### src/rtl/rifl_tx_slot_scheduler.sv
// rifl_tx_slot_scheduler
//   Picks the type of each outgoing TX frame slot for one RIFL lane
//   (NOT_READY / RETRANS / PAUSE / DATA / IDLE). It arbitrates local
//   retransmit requests, local RX-buffer flow control, remote pause and
//   retransmit requests, and user data availability. It also drives the
//   rewind pulse of the TX retransmit buffer.
//
// Ports
//   clk, rst            TX frame clock; asynchronous active-high reset
//   rx_up               link receive-up, already synchronous to clk
//   rxbuffer_cnt        RX user buffer fill level
//   local_retrans_req   pulse: local CRC error, ask remote to retransmit
//   remote_pause_req    level: remote asks us to stop sending data
//   remote_retrans_req  pulse: remote asks us to retransmit
//   data_avail          a frame is ready for transmission
//   slot_req            pulse: framer asks for the next slot type
//   slot_type/slot_vld  decision, valid one cycle after slot_req
//                       (0 IDLE, 1 DATA, 2 PAUSE, 3 RETRANS, 4 NOT_READY)
//   rewind              one-cycle pulse to the retransmit buffer
//   pause_active        local pause status (hysteresis on rxbuffer_cnt)
//   stat_*_cnt          16-bit saturating statistics
//
// Build option
//   RIFL_SCHED_STATS_EN  enables the statistics counters; without it the
//                        stat ports are tied to zero.
module rifl_tx_slot_scheduler #(
  parameter int unsigned BUFFER_DEPTH    = 512,
  parameter int unsigned PAUSE_ON_VAL    = 2 * BUFFER_DEPTH / 3,
  parameter int unsigned PAUSE_OFF_VAL   = BUFFER_DEPTH / 3,
  parameter int unsigned PAUSE_REFRESH   = 16,
  parameter int unsigned REWIND_SLOTS    = 4,
  parameter int unsigned RETRANS_HOLDOFF = 64
) (
  input  logic                          clk,
  input  logic                          rst,
  input  logic                          rx_up,
  input  logic [$clog2(BUFFER_DEPTH):0] rxbuffer_cnt,
  input  logic                          local_retrans_req,
  input  logic                          remote_pause_req,
  input  logic                          remote_retrans_req,
  input  logic                          data_avail,
  input  logic                          slot_req,
  output logic [2:0]                    slot_type,
  output logic                          slot_vld,
  output logic                          rewind,
  output logic                          pause_active,
  output logic [15:0]                   stat_retrans_cnt,
  output logic [15:0]                   stat_pause_cnt,
  output logic [15:0]                   stat_rewind_cnt
);

  localparam int unsigned CNT_W  = $clog2(BUFFER_DEPTH) + 1;
  localparam int unsigned REF_W  = $clog2(PAUSE_REFRESH + 1);
  localparam int unsigned HOLD_W = $clog2(RETRANS_HOLDOFF + 1);
  localparam int unsigned REW_W  = $clog2(REWIND_SLOTS + 1);

  localparam logic [2:0] SLOT_IDLE      = 3'd0;
  localparam logic [2:0] SLOT_DATA      = 3'd1;
  localparam logic [2:0] SLOT_PAUSE     = 3'd2;
  localparam logic [2:0] SLOT_RETRANS   = 3'd3;
  localparam logic [2:0] SLOT_NOT_READY = 3'd4;

  typedef enum logic [1:0] {
    ST_DOWN,
    ST_RUN,
    ST_REWIND
  } state_t;

  state_t              state;
  logic                pause_due;
  logic                retrans_pend;
  logic [REF_W-1:0]    refresh_cnt;
  logic [HOLD_W-1:0]   holdoff_cnt;
  logic [REW_W-1:0]    rewind_cnt;

  logic                link_ok;
  logic                retrans_now;
  logic                rewind_set;
  logic                rewinding;
  logic                pause_next;
  logic [2:0]          slot_sel;
  logic                issue_retrans;
  logic                issue_pause;

  // Slot decision from current state plus same-cycle request pulses.
  always_comb begin
    link_ok     = rx_up && (state != ST_DOWN);
    retrans_now = retrans_pend || (local_retrans_req && (holdoff_cnt == '0));
    rewind_set  = link_ok && remote_retrans_req;
    // A remote retransmit seen this cycle already forbids DATA.
    rewinding   = (state == ST_REWIND) || rewind_set;

    if (rxbuffer_cnt >= CNT_W'(PAUSE_ON_VAL)) begin
      pause_next = 1'b1;
    end else if (rxbuffer_cnt <= CNT_W'(PAUSE_OFF_VAL)) begin
      pause_next = 1'b0;
    end else begin
      pause_next = pause_active;
    end

    if (!link_ok) begin
      slot_sel = SLOT_NOT_READY;
    end else if (retrans_now) begin
      slot_sel = SLOT_RETRANS;
    end else if (pause_due) begin
      slot_sel = SLOT_PAUSE;
    end else if (remote_pause_req || !data_avail || rewinding) begin
      slot_sel = SLOT_IDLE;
    end else begin
      slot_sel = SLOT_DATA;
    end

    issue_retrans = slot_req && (slot_sel == SLOT_RETRANS);
    issue_pause   = slot_req && (slot_sel == SLOT_PAUSE);
  end

  // Link FSM, pending flags, counters and registered outputs.
  always_ff @(posedge clk or posedge rst) begin
    if (rst) begin
      state        <= ST_DOWN;
      slot_type    <= SLOT_IDLE;
      slot_vld     <= 1'b0;
      rewind       <= 1'b0;
      pause_active <= 1'b0;
      pause_due    <= 1'b0;
      retrans_pend <= 1'b0;
      refresh_cnt  <= '0;
      holdoff_cnt  <= '0;
      rewind_cnt   <= '0;
    end else begin
      slot_vld     <= slot_req;
      rewind       <= rewind_set;
      pause_active <= pause_next;
      if (slot_req) begin
        slot_type <= slot_sel;
      end

      // Holdoff ages per slot; a RETRANS slot rearms it.
      if (issue_retrans) begin
        holdoff_cnt <= HOLD_W'(RETRANS_HOLDOFF);
      end else if (slot_req && (holdoff_cnt != '0)) begin
        holdoff_cnt <= holdoff_cnt - HOLD_W'(1);
      end

      if (!link_ok) begin
        state        <= (state == ST_DOWN && rx_up) ? ST_RUN : ST_DOWN;
        pause_due    <= 1'b0;
        retrans_pend <= 1'b0;
        refresh_cnt  <= '0;
        rewind_cnt   <= '0;
      end else begin
        // A request coinciding with a RETRANS issue is swallowed.
        if (issue_retrans) begin
          retrans_pend <= 1'b0;
        end else if (retrans_now) begin
          retrans_pend <= 1'b1;
        end

        if (!pause_next) begin
          pause_due   <= 1'b0;
          refresh_cnt <= '0;
        end else if (!pause_active) begin
          pause_due   <= 1'b1;
          refresh_cnt <= '0;
        end else if (issue_pause) begin
          pause_due   <= 1'b0;
          refresh_cnt <= '0;
        end else if (slot_req && !pause_due) begin
          refresh_cnt <= refresh_cnt + REF_W'(1);
          if ((refresh_cnt + REF_W'(1)) == REF_W'(PAUSE_REFRESH - 1)) begin
            pause_due <= 1'b1;
          end
        end

        if (rewind_set) begin
          state      <= ST_REWIND;
          rewind_cnt <= REW_W'(REWIND_SLOTS);
        end else if ((state == ST_REWIND) && slot_req) begin
          rewind_cnt <= rewind_cnt - REW_W'(1);
          if (rewind_cnt <= REW_W'(1)) begin
            state <= ST_RUN;
          end
        end
      end
    end
  end

`ifdef RIFL_SCHED_STATS_EN
  // Saturating event counters, cleared while the link is down.
  always_ff @(posedge clk or posedge rst) begin
    if (rst) begin
      stat_retrans_cnt <= '0;
      stat_pause_cnt   <= '0;
      stat_rewind_cnt  <= '0;
    end else if (!link_ok) begin
      stat_retrans_cnt <= '0;
      stat_pause_cnt   <= '0;
      stat_rewind_cnt  <= '0;
    end else begin
      if (issue_retrans && (stat_retrans_cnt != 16'hFFFF)) begin
        stat_retrans_cnt <= stat_retrans_cnt + 16'd1;
      end
      if (issue_pause && (stat_pause_cnt != 16'hFFFF)) begin
        stat_pause_cnt <= stat_pause_cnt + 16'd1;
      end
      if (rewind_set && (stat_rewind_cnt != 16'hFFFF)) begin
        stat_rewind_cnt <= stat_rewind_cnt + 16'd1;
      end
    end
  end
`else
  assign stat_retrans_cnt = '0;
  assign stat_pause_cnt   = '0;
  assign stat_rewind_cnt  = '0;
`endif

endmodule

### config.mk
export PLATFORM = sky130hd
export DESIGN_NAME = rifl_tx_slot_scheduler
export DESIGN_NICKNAME = d
export VERILOG_FILES = /design/src/rtl/rifl_tx_slot_scheduler.sv
export SDC_FILE = /design/constraint.sdc
export NUM_CORES = 1
export LEC_CHECK = 0
export ABC_AREA = 1
export CORE_ASPECT_RATIO = 0.75
export CORE_MARGIN = 4
export CORE_UTILIZATION = 45
export CTS_CLUSTER_DIAMETER = 60
export CTS_CLUSTER_SIZE = 8
export DETAILED_ROUTE_END_ITERATION = 8
export PLACE_DENSITY = 0.77
export SLEW_MARGIN = 30
export SYNTH_ARGS = -nofsm -noshare
export SYNTH_HDL_FRONTEND = slang
export SYNTH_SLANG_ARGS = --single-unit
### constraint.sdc
create_clock -name clk -period 1.8 [get_ports clk]
set_input_delay 0.36 -clock clk [delete_from_list [all_inputs] [get_ports clk]]
set_output_delay 0.36 -clock clk [all_outputs]
set_load 0.05 [all_outputs]
# Word-level counts from Yosys, hierarchy flattened
# Cells that the tools add are included.
# classes
add_sub_neg	3
n_lt_le_gt_ge	3
n_eq_ne	9
muxes	30
reduce_logical	22
# op_table
operator	count
2-to-1 mux 5 bit	5
2-to-1 mux 7 bit	2
2-to-1 mux 1 bit	13
2-to-1 mux 2 bit	6
2-to-1 mux 3 bit	4
greater-or-equal comparator 10 x 9 -> 1 bit, second input constant	1
<= comparator 10 x 8 -> 1 bit, second input constant	1
inequality test 5 x 3 -> 1 bit, second input constant	2
logical AND 1 bit	9
inequality test 3 x 1 -> 1 bit, second input constant	3
logical NOT 7 bit	1
nonzero test 7 bit	1
subtractor 7 x 1 -> 7 bit, second input constant	1
equality test 3 x 2 -> 1 bit, second input constant	2
adder 5 x 1 -> 5 bit, second input constant	1
equality test 5 x 4 -> 1 bit, second input constant	1
logical OR 1 bit	4
AND reduction 2 bit	2
nonzero test 2 bit	2
<= comparator 3 x 1 -> 1 bit, second input constant	1
subtractor 3 x 1 -> 3 bit, second input constant	1
equality test 2 bit, second input constant	1
logical NOT 1 bit	2
logical NOT 2 bit	1
# word_totals
ff_bits	25
inputBits	18
out_inout_bits	54

# Longest topological paths before layout
# logic_depth
word_depth	15
ltp_mapped	12

# Worst setup path after synthesis
# Ideal clock, no wire load.
# synth_timing
path_kind	register to register
start	register holdoff_cnt[0]
end	register holdoff_cnt[6]
t_arrival_ns	1.395
path_slack_ns	0.280
path_stages_with_launch	13
cell_sequence	dfrtp_1 > inv_1 > ha_1 > inv_1 > nor2_1 > nand4_1 > nand2_2 > nand2_4 > nand2_2 > buf_6 > nand3_2 > nand2_1 > nand3_1
# synth_between
elab_chain_cells	8
# synth_lines
item	line	source
start: declaration	73	logic [HOLD_W-1:0] holdoff_cnt;
start signal: assignment	140	holdoff_cnt <= HOLD_W'(RETRANS_HOLDOFF);
start signal: assignment	142	holdoff_cnt <= holdoff_cnt - HOLD_W'(1);
logical NOT 7 bit	88	retrans_now = retrans_pend || (local_retrans_req && (holdoff_cnt == '0));
logical AND 1 bit	88	
logical OR 1 bit	88	
2-to-1 mux 2 bit	103	end else if (retrans_now) begin
2-to-1 mux 3 bit	101	if (!link_ok) begin
equality test 3 x 2 -> 1 bit	113	issue_retrans = slot_req && (slot_sel == SLOT_RETRANS);
logical AND 1 bit	113	
2-to-1 mux 7 bit / nonzero test 2 bit (equally long branches)	--	
# Parallel ways exist; a longest one is shown, timed or not. The select of a mux whose other input is x is not followed.
# A chain may end at the register's enable or synchronous reset.

# Final worst setup path
# layout_timing
start	register holdoff_cnt[1]
end	register holdoff_cnt[4]
# Same word-level chain as after synthesis.

==> reports/qor.yml <==
dieWidth_um: 83.9
diodes: 0
synth-compound-area-share_pct: 7.60
cp_max_fo: 10
cts.sinks: 25
syn_inst: 259
fillers: 415
multi_input_area_um2: 968
path_clk_slew_ns: 0.09
seqPwrFrac_pct: 39.7
synth_area_leaders: "dfrtp_1 32%, buf_4 19%, inv_1 7.3%"
area_growth_pct: 10.1
grt_pass1_vias: 1296
cts_tree: "done"
ys_seq_area_share_pct: 32.2
drv_slew: 0
num_rows: 20
rsz0062_at_grt: "false"
htreeDepth: 1
outcome: "completed"
drt_iter0_markers: 92
yosys.area_share.adder_pct: 3.87
cp.required_ns: 1.97
p_clk_share_pct: 18.4
coreArea_mm2: 0.00410
period_needed_ns: 1.57
drc: 0
cts_buffer_depth: 2
yosysTopAreaCell: "dfrtp_1"
setup_ws_ns: 0.232
synth_top_area_share_pct: 32.2
dr_total_vias: 1519
maxCapViolCount: 0
switching_share_pct: 43.7
fin_util_pct: 52.1
antenna_found_initial: 0
synth-xor-area-share_pct: 0.902
yosysWarnings: 0
fin_crit_sh_pct: 87.1
p_comb_share_pct: 41.9
hold_buffers: 0
final_cell_mix: "48 x conb_1, 38 x inv_1, 38 x nand2_1, 29 x nor2_1, 25 x dfrtp_1"
start_kind: "register"
overflow: 0
grt_pass1_wl_um: 5660
grt_max_degree: 26
detail_route.wl_per_cell_um: 10.2
peakVddDrop_v: 0.000397
synth_top_family_by_area: "simple AND/OR/NAND/NOR gates"
synthMuxAreaShare_pct: 0
clock_latency_ns: 0.27
p_total_mw: 1.82
drive_gt1_share_pct: 13.7
critPathCaptureType: "register"
fin_worst_skew_ns: 0.00494
hold_viol: 0
syn_area_mm2: 0.00194
p_int_mw: 1.03
timing.fmax_mhz: 638
dr.pass1.iters: 4
grtUsageTotal_pct: 12.8
setup_viol: 0
viasPerCell: 4.38
p_per_area_mw_per_mm2: 853
tns_ns: 0
cts_buffers: 3
finalWirelength_um: 3540
die_area_mm2: 0.00544
port_buffers: 23
synthSimpleGateAreaFrac_pct: 28.0
layout_commonest_cell: "conb_1"
critical_path_class: "register to register"
final_nets: 317
gp_congestion: 0.803
reg2reg_depth: 11
yosysUniqueCellTypes: 31
cellLeakagePower_nw: 1.13
ys_seq_elements: 25
dp.final_hpwl_um: 2890
dp_slack_ns: -0.00454
die_height_um: 64.9
ant_nets: 0
regArea_um2: 626
initial_core_util_pct: 47.3
netSwitchingPower_mw: 0.798
io_pins: 72
arrival_ns: 1.74
cts_root_buf: "clkbuf_8"
hold_path.class: "primary input to async pin"
avgSynthCellArea_um2: 7.50
## power groups by stage
stage | Combinational (mW) | Sequential, mW | Clock, mW
6_report | 0.765 | 0.724 | 0.335
3_3_place_gp | 0.740 | 0.735 | 0
2_1_floorplan | 0.650 | 0.757 | 0
5_1_grt | 0.842 | 0.738 | 0.379
4_1_cts | 0.762 | 0.723 | 0.347
3_5_place_dp | 0.761 | 0.732 | 0
## flip-flops by register name, summed over array words and instances, names as in the netlist
| name | count |
|---|---|
| pause_active | 1 |
| holdoff_cnt | 7 |
| refresh_cnt | 5 |
| rewind | 1 |
| retrans_pend | 1 |
| slot_type | 3 |
| rewind_cnt | 3 |
| pause_due | 1 |
| state | 2 |
| slot_vld | 1 |
## routing by layer
| metal | vias to the layer above | GRT usage (%) | part of all wire (%) |
|---|---|---|---|
| met3 | 5 | 4.96 | 8.5 |
| met5 | - | 0 | 0 |
| li1 | 782 | - | - |
| met4 | 0 | 3.21 | 0.71 |
| met1 | 677 | 17.5 | 48 |
| met2 | 55 | 19.0 | 43 |
## worst max-delay path, cell delays in order (launching register included)
cell,delay (ns)
dfrtp_1,0.40
inv_1,0.08
ha_1,0.15
inv_1,0.04
nor2_1,0.11
nand4_1,0.14
nand2_2,0.13
nand2_4,0.06
nand2_4,0.11
nand3_1,0.10
nor2_1,0.11
nor2_1,0.05
## area by class of cell
| type | instances | area share (%) |
|---|---|---|
| multi-input combinational | 192 | 45.3 |
| sequential | 25 | 29.3 |
| timing repair buffer | 32 | 13.2 |
| inverter | 39 | 6.85 |
| tap | 55 | 3.22 |
| clock buffer | 3 | 1.93 |
| clock inverter | 1 | 0.234 |
## what timing repair did
| item | CTS | global route |
|---|---|---|
| gates resized for setup | 0 | 1 |
| setup buffers | 0 | 0 |
| endpoints found under the setup margin | 0 | 1 |
## synth_stat cells, drive strengths merged
cell / n
a21boi: 1
a21oi: 8
a31oi: 1
and2: 1
buf: 50
conb: 1
dfrtp: 25
ha: 6
inv: 39
nand2: 44
nand3: 18
nand3b: 1
nand4: 7
nor2: 37
nor3: 1
nor3b: 1
o211ai: 2
o21ai: 11
o21bai: 1
o31ai: 1
or2: 1
xor2: 2
## final timing paths
path / start / slack (ns) / end
min reg2reg: slot_type[2] / 0.54 / slot_type[2]
max: holdoff_cnt[1] / 0.23 / holdoff_cnt[4]
max reg2reg: holdoff_cnt[1] / 0.23 / holdoff_cnt[4]
max in group asynchronous: rst / 1.13 / holdoff_cnt[3]
min in group clk: slot_type[2] / 0.54 / slot_type[2]
min: rst / 0.43 / refresh_cnt[2]
## through the flow
| step | cells | cell area, um^2 | hold slack (ns) |
|---|---|---|---|
| after floorplan | 306 | 2120 | 0.387 |
| final | 347 | 2140 | 0.429 |
| after detailed placement | 343 | 2090 | 0.510 |
| after global routing | 347 | 2140 | 0.464 |
| after global placement | 343 | 2090 | 0.508 |
| after CTS | 347 | 2130 | 0.439 |
## logic make-up (layout without fill, tap and decap cells)
group | Yosys count | count (layout)
buffers and inverters | 89 | 75
AOI/OAI and AO/OA | 25 | 25
xor gates and xnor gates | 2 | 2
adders and majority gates | 6 | 6
other | 1 | 48
DFF | 25 | 25
and+or+nand+nor | 111 | 111
(Power assumes the default switching activity.)
